## config.mk

```make
export PLATFORM = sky130hd
export DESIGN_NAME = debug_arb_flat
export DESIGN_NICKNAME = d
export VERILOG_FILES = /design/src/rtl/debug_arb_pkg.sv /design/src/rtl/debug_arb_if.sv /design/src/rtl/debug_arb_rr_pick.sv /design/src/rtl/debug_arb.sv /design/src/flat_wrapper.sv
export SDC_FILE = /design/constraint.sdc
export NUM_CORES = 1
export LEC_CHECK = 0
export CORE_UTILIZATION = 46
export DETAILED_ROUTE_END_ITERATION = 10
export PLACE_DENSITY = 0.87
export RECOVER_POWER = 100
export SLEW_MARGIN = 30
export SYNTH_ARGS = -nofsm -noshare
export SYNTH_HDL_FRONTEND = slang
export SYNTH_SLANG_ARGS = --single-unit
```

## constraint.sdc

```tcl
create_clock -name clk -period 2.9 [get_ports clk]
set_input_delay 0.58 -clock clk [delete_from_list [all_inputs] [get_ports clk]]
set_output_delay 0.58 -clock clk [all_outputs]
set_load 0.01 [all_outputs]
```

## src/rtl/debug_arb_pkg.sv

```systemverilog
// Shared types and constants for the debug-port arbiter: FSM state encoding,
// the word returned on a timed-out read, and bus widths.
package debug_arb_pkg;

   localparam int ADDR_W = 16;
   localparam int DATA_W = 32;

   localparam logic [DATA_W-1:0] ERR_WORD = 32'hDEADBEEF;

   typedef enum logic [1:0] {
      ST_IDLE  = 2'd0,
      ST_ISSUE = 2'd1,
      ST_GAP   = 2'd2
   } state_t;

endpackage

```

## src/rtl/debug_arb_if.sv

```systemverilog
// Level-request / pulse-ack link between the arbiter and the capture memory.
// The master holds debugreq and debugaddr; the slave answers with a single-cycle debugack.
interface debug_arb_if;
   import debug_arb_pkg::*;

   logic [ADDR_W-1:0] debugaddr;
   logic              debugreq;
   logic              debugack;
   logic [DATA_W-1:0] debugrdata;

   modport master (
      output debugaddr,
      output debugreq,
      input  debugack,
      input  debugrdata
   );

   modport slave (
      input  debugaddr,
      input  debugreq,
      output debugack,
      output debugrdata
   );

endinterface

```

## src/rtl/debug_arb_rr_pick.sv

```systemverilog
// Round-robin picker: first set req bit at or after ptr, wrapping; purely combinational.
// Zero latency; no backpressure, pick_vld is simply low when no bit is set.
module rr_pick #(
   parameter int NREQ = 3
) (
   input  logic [NREQ-1:0]         req,
   input  logic [$clog2(NREQ)-1:0] ptr,
   output logic [$clog2(NREQ)-1:0] pick_idx,
   output logic                    pick_vld
);
   localparam int IW = $clog2(NREQ);

   always_comb begin
      logic [IW:0]   sum;
      logic [IW-1:0] idx;
      sum      = '0;
      idx      = '0;
      pick_idx = '0;
      pick_vld = 1'b0;
      // Walk from the farthest candidate back to ptr so the nearest one wins.
      for (int k = NREQ - 1; k >= 0; k--) begin
         sum = {1'b0, ptr} + (IW + 1)'(k);
         if (sum >= (IW + 1)'(NREQ)) begin
            sum = sum - (IW + 1)'(NREQ);
         end
         idx = sum[IW-1:0];
         if (req[idx]) begin
            pick_idx = idx;
            pick_vld = 1'b1;
         end
      end
   end

endmodule

```

## src/rtl/debug_arb.sv

```systemverilog
// Round-robin arbiter sharing one capture-memory debug port among NREQ requesters.
// debugreq rises 1 cycle after a request is seen idle; requesters wait (level req) until their ack.
module debug_arb
   import debug_arb_pkg::*;
#(
   parameter int NREQ    = 3,
   parameter int TIMEOUT = 255,
   parameter int GAP     = 3
) (
   input  logic                   clk,
   input  logic                   resetn,
   input  logic [NREQ-1:0]        req,
   input  logic [ADDR_W*NREQ-1:0] addr,
   output logic [NREQ-1:0]        ack,
   output logic [NREQ-1:0]        err,
   output logic [DATA_W-1:0]      rdata,
   debug_arb_if.master            dport
);
   localparam int          IW  = $clog2(NREQ);
   localparam int          GW  = $clog2(GAP + 1);
   localparam logic [15:0] TMO = 16'(TIMEOUT);

   state_t        state;
   state_t        state_nx;
   logic [IW-1:0] rr_ptr;
   logic [IW-1:0] grant;
   logic [IW-1:0] pick_idx;
   logic          pick_vld;
   logic [15:0]   timer;
   logic [GW-1:0] gcnt;
   logic [GW-1:0] wake;
   logic          wake_done;
   logic          do_grant;
   logic          do_done;
   logic          do_tmo;

   rr_pick #(.NREQ(NREQ)) u_pick (
      .req      (req),
      .ptr      (rr_ptr),
      .pick_idx (pick_idx),
      .pick_vld (pick_vld)
   );

   // Holding off the first grant after reset guarantees the capture side a low period.
   assign wake_done = (wake == GW'(GAP));

   always_ff @(posedge clk or negedge resetn) begin
      if (!resetn) begin
         state <= ST_IDLE;
      end else begin
         state <= state_nx;
      end
   end

   always_comb begin
      state_nx = state;
      do_grant = 1'b0;
      do_done  = 1'b0;
      do_tmo   = 1'b0;
      case (state)
         ST_IDLE: begin
            if (pick_vld && wake_done) begin
               do_grant = 1'b1;
               state_nx = ST_ISSUE;
            end
         end
         ST_ISSUE: begin
            // A real answer beats a timeout landing in the same cycle.
            if (dport.debugack) begin
               do_done  = 1'b1;
               state_nx = ST_GAP;
            end else if (timer == TMO) begin
               do_done  = 1'b1;
               do_tmo   = 1'b1;
               state_nx = ST_GAP;
            end
         end
         ST_GAP: begin
            // The IDLE cycle that follows supplies the last low cycle of the gap.
            if (gcnt == GW'(GAP - 2)) begin
               state_nx = ST_IDLE;
            end
         end
         default: state_nx = ST_IDLE;
      endcase
   end

   always_ff @(posedge clk or negedge resetn) begin
      if (!resetn) begin
         dport.debugaddr <= '0;
         dport.debugreq  <= 1'b0;
         ack             <= '0;
         err             <= '0;
         rdata           <= '0;
         rr_ptr          <= '0;
         grant           <= '0;
         timer           <= '0;
         gcnt            <= '0;
         wake            <= '0;
      end else begin
         ack <= '0;
         err <= '0;
         if (!wake_done) begin
            wake <= wake + 1'b1;
         end
         if (state == ST_GAP) begin
            gcnt <= gcnt + 1'b1;
         end
         if (do_grant) begin
            grant           <= pick_idx;
            dport.debugaddr <= addr[{pick_idx, 4'b0000} +: ADDR_W];
            dport.debugreq  <= 1'b1;
            timer           <= '0;
         end else if (do_done) begin
            ack            <= NREQ'(1) << grant;
            err            <= do_tmo ? (NREQ'(1) << grant) : '0;
            rdata          <= do_tmo ? ERR_WORD : dport.debugrdata;
            dport.debugreq <= 1'b0;
            rr_ptr         <= (grant == IW'(NREQ - 1)) ? '0 : grant + 1'b1;
            gcnt           <= '0;
            timer          <= '0;
         end else if (state == ST_ISSUE) begin
            timer <= timer + 16'd1;
         end
      end
   end

endmodule

```

## src/flat_wrapper.sv

```systemverilog
// flat-port wrapper written by rule: the top's interface ports become plain ports
module debug_arb_flat import debug_arb_pkg::*;
#(
   parameter int NREQ    = 3,
   parameter int TIMEOUT = 255,
   parameter int GAP     = 3
)
  (clk, resetn, req, addr, ack, err, rdata, dport_debugaddr, dport_debugreq, dport_debugack, dport_debugrdata);
  debug_arb_if dport_i ();
  input  logic clk;
  input  logic resetn;
  input  logic [NREQ-1:0] req;
  input  logic [ADDR_W*NREQ-1:0] addr;
  output logic [NREQ-1:0] ack;
  output logic [NREQ-1:0] err;
  output logic [DATA_W-1:0] rdata;
  output wire logic [$bits(dport_i.debugaddr)-1:0] dport_debugaddr;
  output wire logic [$bits(dport_i.debugreq)-1:0] dport_debugreq;
  input wire logic [$bits(dport_i.debugack)-1:0] dport_debugack;
  input wire logic [$bits(dport_i.debugrdata)-1:0] dport_debugrdata;
  assign dport_debugaddr = dport_i.debugaddr;
  assign dport_debugreq = dport_i.debugreq;
  assign dport_i.debugack = dport_debugack;
  assign dport_i.debugrdata = dport_debugrdata;
  debug_arb #(.NREQ(NREQ), .TIMEOUT(TIMEOUT), .GAP(GAP)) u_core (.clk(clk), .resetn(resetn), .req(req), .addr(addr), .ack(ack), .err(err), .rdata(rdata), .dport(dport_i));
endmodule
```

; ---- After elaboration in Yosys (flattened, before gate mapping)
; Cells that the tools add are included.
[word_totals]
regBits = 81
input_bits = 86
out_inout_bits = 55
elab_cells = 86
[op_classes]
add_sub_neg = 9
magnitude_cmp = 6
eq_ne = 9
n_shift = 2
mux = 42
bitwise_logic = 1
reduce_logical = 6
[op_table]
columns = cell, count
row1 = $mux W16, 3
row2 = $shiftx A48 B7 Y16, 1
row3 = $mux W32, 1
row4 = $mux W2, 14
row5 = $add A16 B1 Y16 const B, 1
row6 = $eq A16 B8 Y1 const B, 1
row7 = $mux W1, 15
row8 = $mux W3, 5
row9 = $lt A2 B3 Y1 const B, 3
row10 = $add A2 B1 Y2 const B, 3
row11 = $bmux W1 S2, 3
row12 = $eq A2 B2 Y1 const B, 3
row13 = $ge A3 B2 Y1 const B, 2
row14 = $pmux W2 S3, 1
row15 = $sub A2 B2 Y2 const B, 3
row16 = $eq A2 B1 Y1 const B, 2
row17 = $ne A2 B1 Y1 const B, 2
row18 = $add A2 B1 Y3 const B, 1
row19 = $add A2 B2 Y3 const B, 1
row20 = $ne A3 B2 Y1 const B, 1
row21 = $reduce_and A3 Y1, 1
row22 = $reduce_bool A3 Y1, 1
row23 = $shl A1 B2 Y3 const A, 1
row24 = $ge A2 B2 Y1 const B, 1
row25 = 5 further kinds, 5

; ---- Logic depth before layout (Yosys ltp)
[logic_depth]
depth_word = 13
depth_mapped = 9
ltp_nobuf = 7

; ---- Cells and area by module
; From an unflattened synthesis, not the netlist that was laid out.
[hier_totals]
hier_cells = 357
area_unflattened_um2 = 3818.7
[modules_own_cells]
columns = module, n_inst, cells_per_inst, area_per_inst_um2, seq_area_each_um2
row1 = debug_arb, 1, 328, 3595.9, 2026.9
row2 = rr_pick, 1, 29, 222.7, 0.0

; ---- Least setup slack after synthesis
; OpenSTA, ideal clock, no wires.
[synth_path]
kind = register to register
from = reg u_core.rr_ptr[1]
to = reg u_core.dport.debugaddr[10]
setup_ns = 0.092
arrival_time_ns = 2.192
required_time_ns = 2.808
setup_slack_ns = 0.617
stages_incl_launch_ff = 9
n_path_buf = 1
synth_period_minus_slack_ns = 2.283
cell_sequence = dfrtp_1 -> inv_1 -> ha_1 -> mux2_4 -> o311ai_4 -> buf_8 -> mux2i_1 -> o211a_1 -> o31ai_2
[synth_via]
elab_chain_len = 11
word_cells_on_any_way = 27
cone_classes = 5 x add/sub / 3 x order compare / 1 x shift / 17 x mux / 1 x reduce/logical
[synth_lines]
columns = element, line
row1 = start: declaration, debug_arb.sv:25  ; logic [IW-1:0] rr_ptr;
row2 = start signal: assignment, debug_arb.sv:119  ; rr_ptr <= (grant == IW'(NREQ - 1)) ? '0 : grant + 1'b1;
row3 = "parallel branches: the longest is 11 deep, another holds $add A2 B2 Y3", -
row4 = end signal: assignment, debug_arb.sv:111  ; dport.debugaddr <= addr[{pick_idx, 4'b0000} +: ADDR_W];
row5 = end: declaration, debug_arb_if.sv:12  ; output debugaddr,
; Parallel ways; which one is timed is not known. The select of a mux whose other input is x is not followed.
; A chain may end at the register's enable or synchronous reset.

; ---- Worst setup path after layout
[layout_path]
from = reg u_core.timer[0]
to = reg u_core.rdata[21]
[layout_via]
elab_chain_len = 5
word_cells_on_any_way = 8
cone_classes = 1 x eq/ne / 6 x mux / 1 x reduce/logical
[layout_lines]
columns = element, line
row1 = start: declaration, debug_arb.sv:29  ; logic [15:0] timer;
row2 = start signal: assignment, debug_arb.sv:123  ; timer <= timer + 16'd1;
row3 = $eq A16 B8 Y1 (*), debug_arb.sv:72  ; end else if (timer == TMO) begin
row4 = $mux W1 (*), debug_arb.sv:72
row5 = $mux W1, debug_arb.sv:69  ; if (dport.debugack) begin
row6 = $mux W1, debug_arb.sv:60  ; case (state)
row7 = $mux W32 or $reduce_and A2 Y1 (tied branches), -
row8 = end signal: assignment, debug_arb.sv:117  ; rdata <= do_tmo ? ERR_WORD : dport.debugrdata;
row9 = end: declaration, debug_arb.sv:16  ; output logic [DATA_W-1:0] rdata,
; Mark *: on every way between the ends. The rest lies on a longest branch, timed or not.

==> results.toml <==
[sta]
drv_slew = 44
setup_viol_count_final = 0
max_slew.worst_pin.slew_ps = 2287
fin_crit_ps = 2494
fmax_mhz = 401.0
tns_ps = 0
relSlewSlack_pct = -52.48
rsz0062_at_grt = "false"
fin_crit_sh_pct = 85.99
setup_ws_ps = 406.2
hold_viol = 0
final.setup_skew_ps = 7.196

[global_routing]
grt_pass1_vias = 3798
grt_usage_pct = 23.50
overflow = 0
grt_pass1_wl_um = 18280
grt_max_degree = 44
antenna_found_initial = 0

[routing]
drtIter0Drc = 266
num_vias = 3764
viasPerCell = 5.791
ant_nets = 0
drc = 26
wl_per_cell_um = 17.06
wl_um = 11090
drt_first_pass_iters = 8

[final_layout]
final_cell_area_um2 = 5969
drive_gt1_share_pct = 8.118
utilization_pct = 67.79
area_growth_syn_to_layout_pct = 41.40
n_antenna_cell = 0
nFillCells = 671
fin_nets = 630

[die]
start_util_pct = 47.94
die_h_um = 97.80
fp.dieW_um = 97.80
core-area_um2 = 8806
std_cell_rows = 34
die_area_um2 = 9565
io_pins = 141

[logic_synthesis]
synth-edff-count = 0
async_flop_share_pct = 100.0
yosys.cell_count.top_type = "dfrtp_1"
synth_area_um2 = 4222
yosysWarnings = 0
syn-num-nets = 491
ys_seq_area_share_pct = 48.01
syn_avg_cell_area_um2 = 10.61
synthFlopType = "dfrtp_1"
ys_types = 51
yosys-top-cells-count = "dfrtp_1 (81), nand2_1 (37), nor2_1 (36)"
synth_top_area_share_pct = 48.01
synth-seq-cells = 81
synthTopCellsByArea = "dfrtp_1 (48%), o32a_1 (5.7%), mux2i_1 (4.3%), o211a_1 (3.8%), nand2_1 (3.3%)"
synth_top_area_cell = "dfrtp_1"
synthCells = 398

[placed_design]
placed_cell_area_um2 = 5784
hpwl_um = 7992
routabilityCongestion = 0.8434
place_ws_ps = 243.0
io_buffers = 140

[critical_path]
cp-start-kind = "register"
critPathKind = "register to register"
critPathMaxFanout = 25
cp.arrival_ps = 2770
crit_required_ps = 3170
cp-end-kind = "register"

[clock_network]
post_cts_buffers = 0
clock_latency_ps = 340
cts-buffers-inserted = 9
ctsHtreeMaxLevel = 3
cts_resized = 0
cts_tree = "yes"
cts_hold_buf = 0
clockBufferDepth = 2
clkTransAtPathRegs_ps = 80
cts_root_buf = "clkbuf_8"
cts_sinks = 81

[pwr]
p_leak_nw = 2.512
powerDensity_nw_per_um2 = 961.6
vdd_drop_max_v = 0.0005409

[hold_path]
hp-class = "register to register"

[outcome]
status = "finished with violations"
violations = "design-rule violations, max-capacitance violations, max-slew violations"

[run]
drv_cap = 1
## through the flow
step / cells / power, mW / hold slack (ps)
2_1_floorplan: 398 / 3.719 / 284.4
3_3_place_gp: 634 / 4.931 / 458.2
3_5_place_dp: 634 / 5.063 / 469.4
4_1_cts: 650 / 6.001 / 232.9
5_1_grt: 650 / 6.133 / 500.4
6_report: 650 / 5.740 / 481.7
## logic make-up after synthesis
| kind of cell | count (synthesis) | share of synthesized area [%] |
|---|---|---|
| buf+inv | 36 | 3.586 |
| xor+xnor | 6 | 1.245 |
| fa+ha+maj | 7 | 2.075 |
| mux | 20 | 4.890 |
| flops | 81 | 48.01 |
| simple gates | 123 | 14.14 |
| compound gates | 125 | 26.05 |
## registers in the layout, indices dropped and copies added, names as in the netlist
register,flops
u_core.rdata,32
u_core.dport.debugreq,1
u_core.gcnt,2
u_core.wake,2
u_core.ack,3
u_core.dport.debugaddr,16
u_core.state,2
u_core.rr_ptr,2
u_core.timer,16
u_core.err,3
u_core.grant,2
## where the power goes
group / leakage, nW / switching (mW) / total (mW) / internal (mW)
sequential: 0.999 / 0.252 / 1.79 / 1.54
clock: 0.115 / 0.397 / 0.926 / 0.529
combinational: 1.40 / 1.55 / 3.03 / 1.47
## per-layer routing
metal  vias up  track usage (%)  routed length [um]
met2       169            39.39                5184
met3        22            6.872                1037
met1      1786            29.56                4625
met4         0            6.876                 243
met5         -                0                   0
li1       1787                -                   -
## cell type report
type                            instances  area (um^2)  area share [%]
Multi-Input combinational cell        281         2024           33.91
Clock buffer                           11        151.4           2.536
Inverter                                7        26.28          0.4402
Timing Repair Buffer                  157         1528           25.59
Sequential cell                        81         2027           33.96
Tap cell                              108        135.1           2.264
Clock inverter                          5        77.57           1.300
## worst paths after layout
| check | start | end | slack [ps] | cells after the start |
|---|---|---|---|---|
| setup / recovery | u_core.timer[0] | u_core.rdata[21] | 410 | 6 |
| hold / removal | u_core.wake[0] | u_core.wake[0] | 480 | 1 |
| setup reg to reg | u_core.timer[0] | u_core.rdata[21] | 410 | 6 |
| hold reg to reg | u_core.wake[0] | u_core.wake[0] | 480 | 1 |
| max in group asynchronous | resetn | u_core.rdata[25] | 680 | 1 |
| min in group asynchronous | resetn | u_core.rr_ptr[0] | 900 | 1 |
## critical path, stage by stage, from the launching register on
cell     delay, ps
dfrtp_1        430
ha_1           240
and3_1         340
a41oi_4        180
buf_4          200
nor2_2         730
o32a_1         310
## cells in the final DEF, fill, tap and decap left out, types with 3 or more instances in the layout
cell type and n:
clkdlybuf4s50_1 84, dfrtp_1 81, dlygate4sd3_1 55, nand2_1 37, nor2_1 36, o32a_1 24, mux2i_1 18, a22oi_1 16
o211a_1 16, buf_4 14, o21ai_0 13, o31ai_1 12, clkbuf_8 11, a21oi_1 9, nand3_1 8, a32o_1 8
inv_1 7, o31ai_2 7, ha_1 7, nand2b_1 6, a21boi_0 5, nor3_1 4, nand4_1 4, nor2b_1 3
and3_1 3, nor4_1 3, nand3b_1 3, xor2_1 3, or4_1 3, or3_1 3, a21o_1 3, xnor2_1 3
o21a_1 3, clkbuf_1 3
Note: power is estimated with default switching activity, not from simulation.
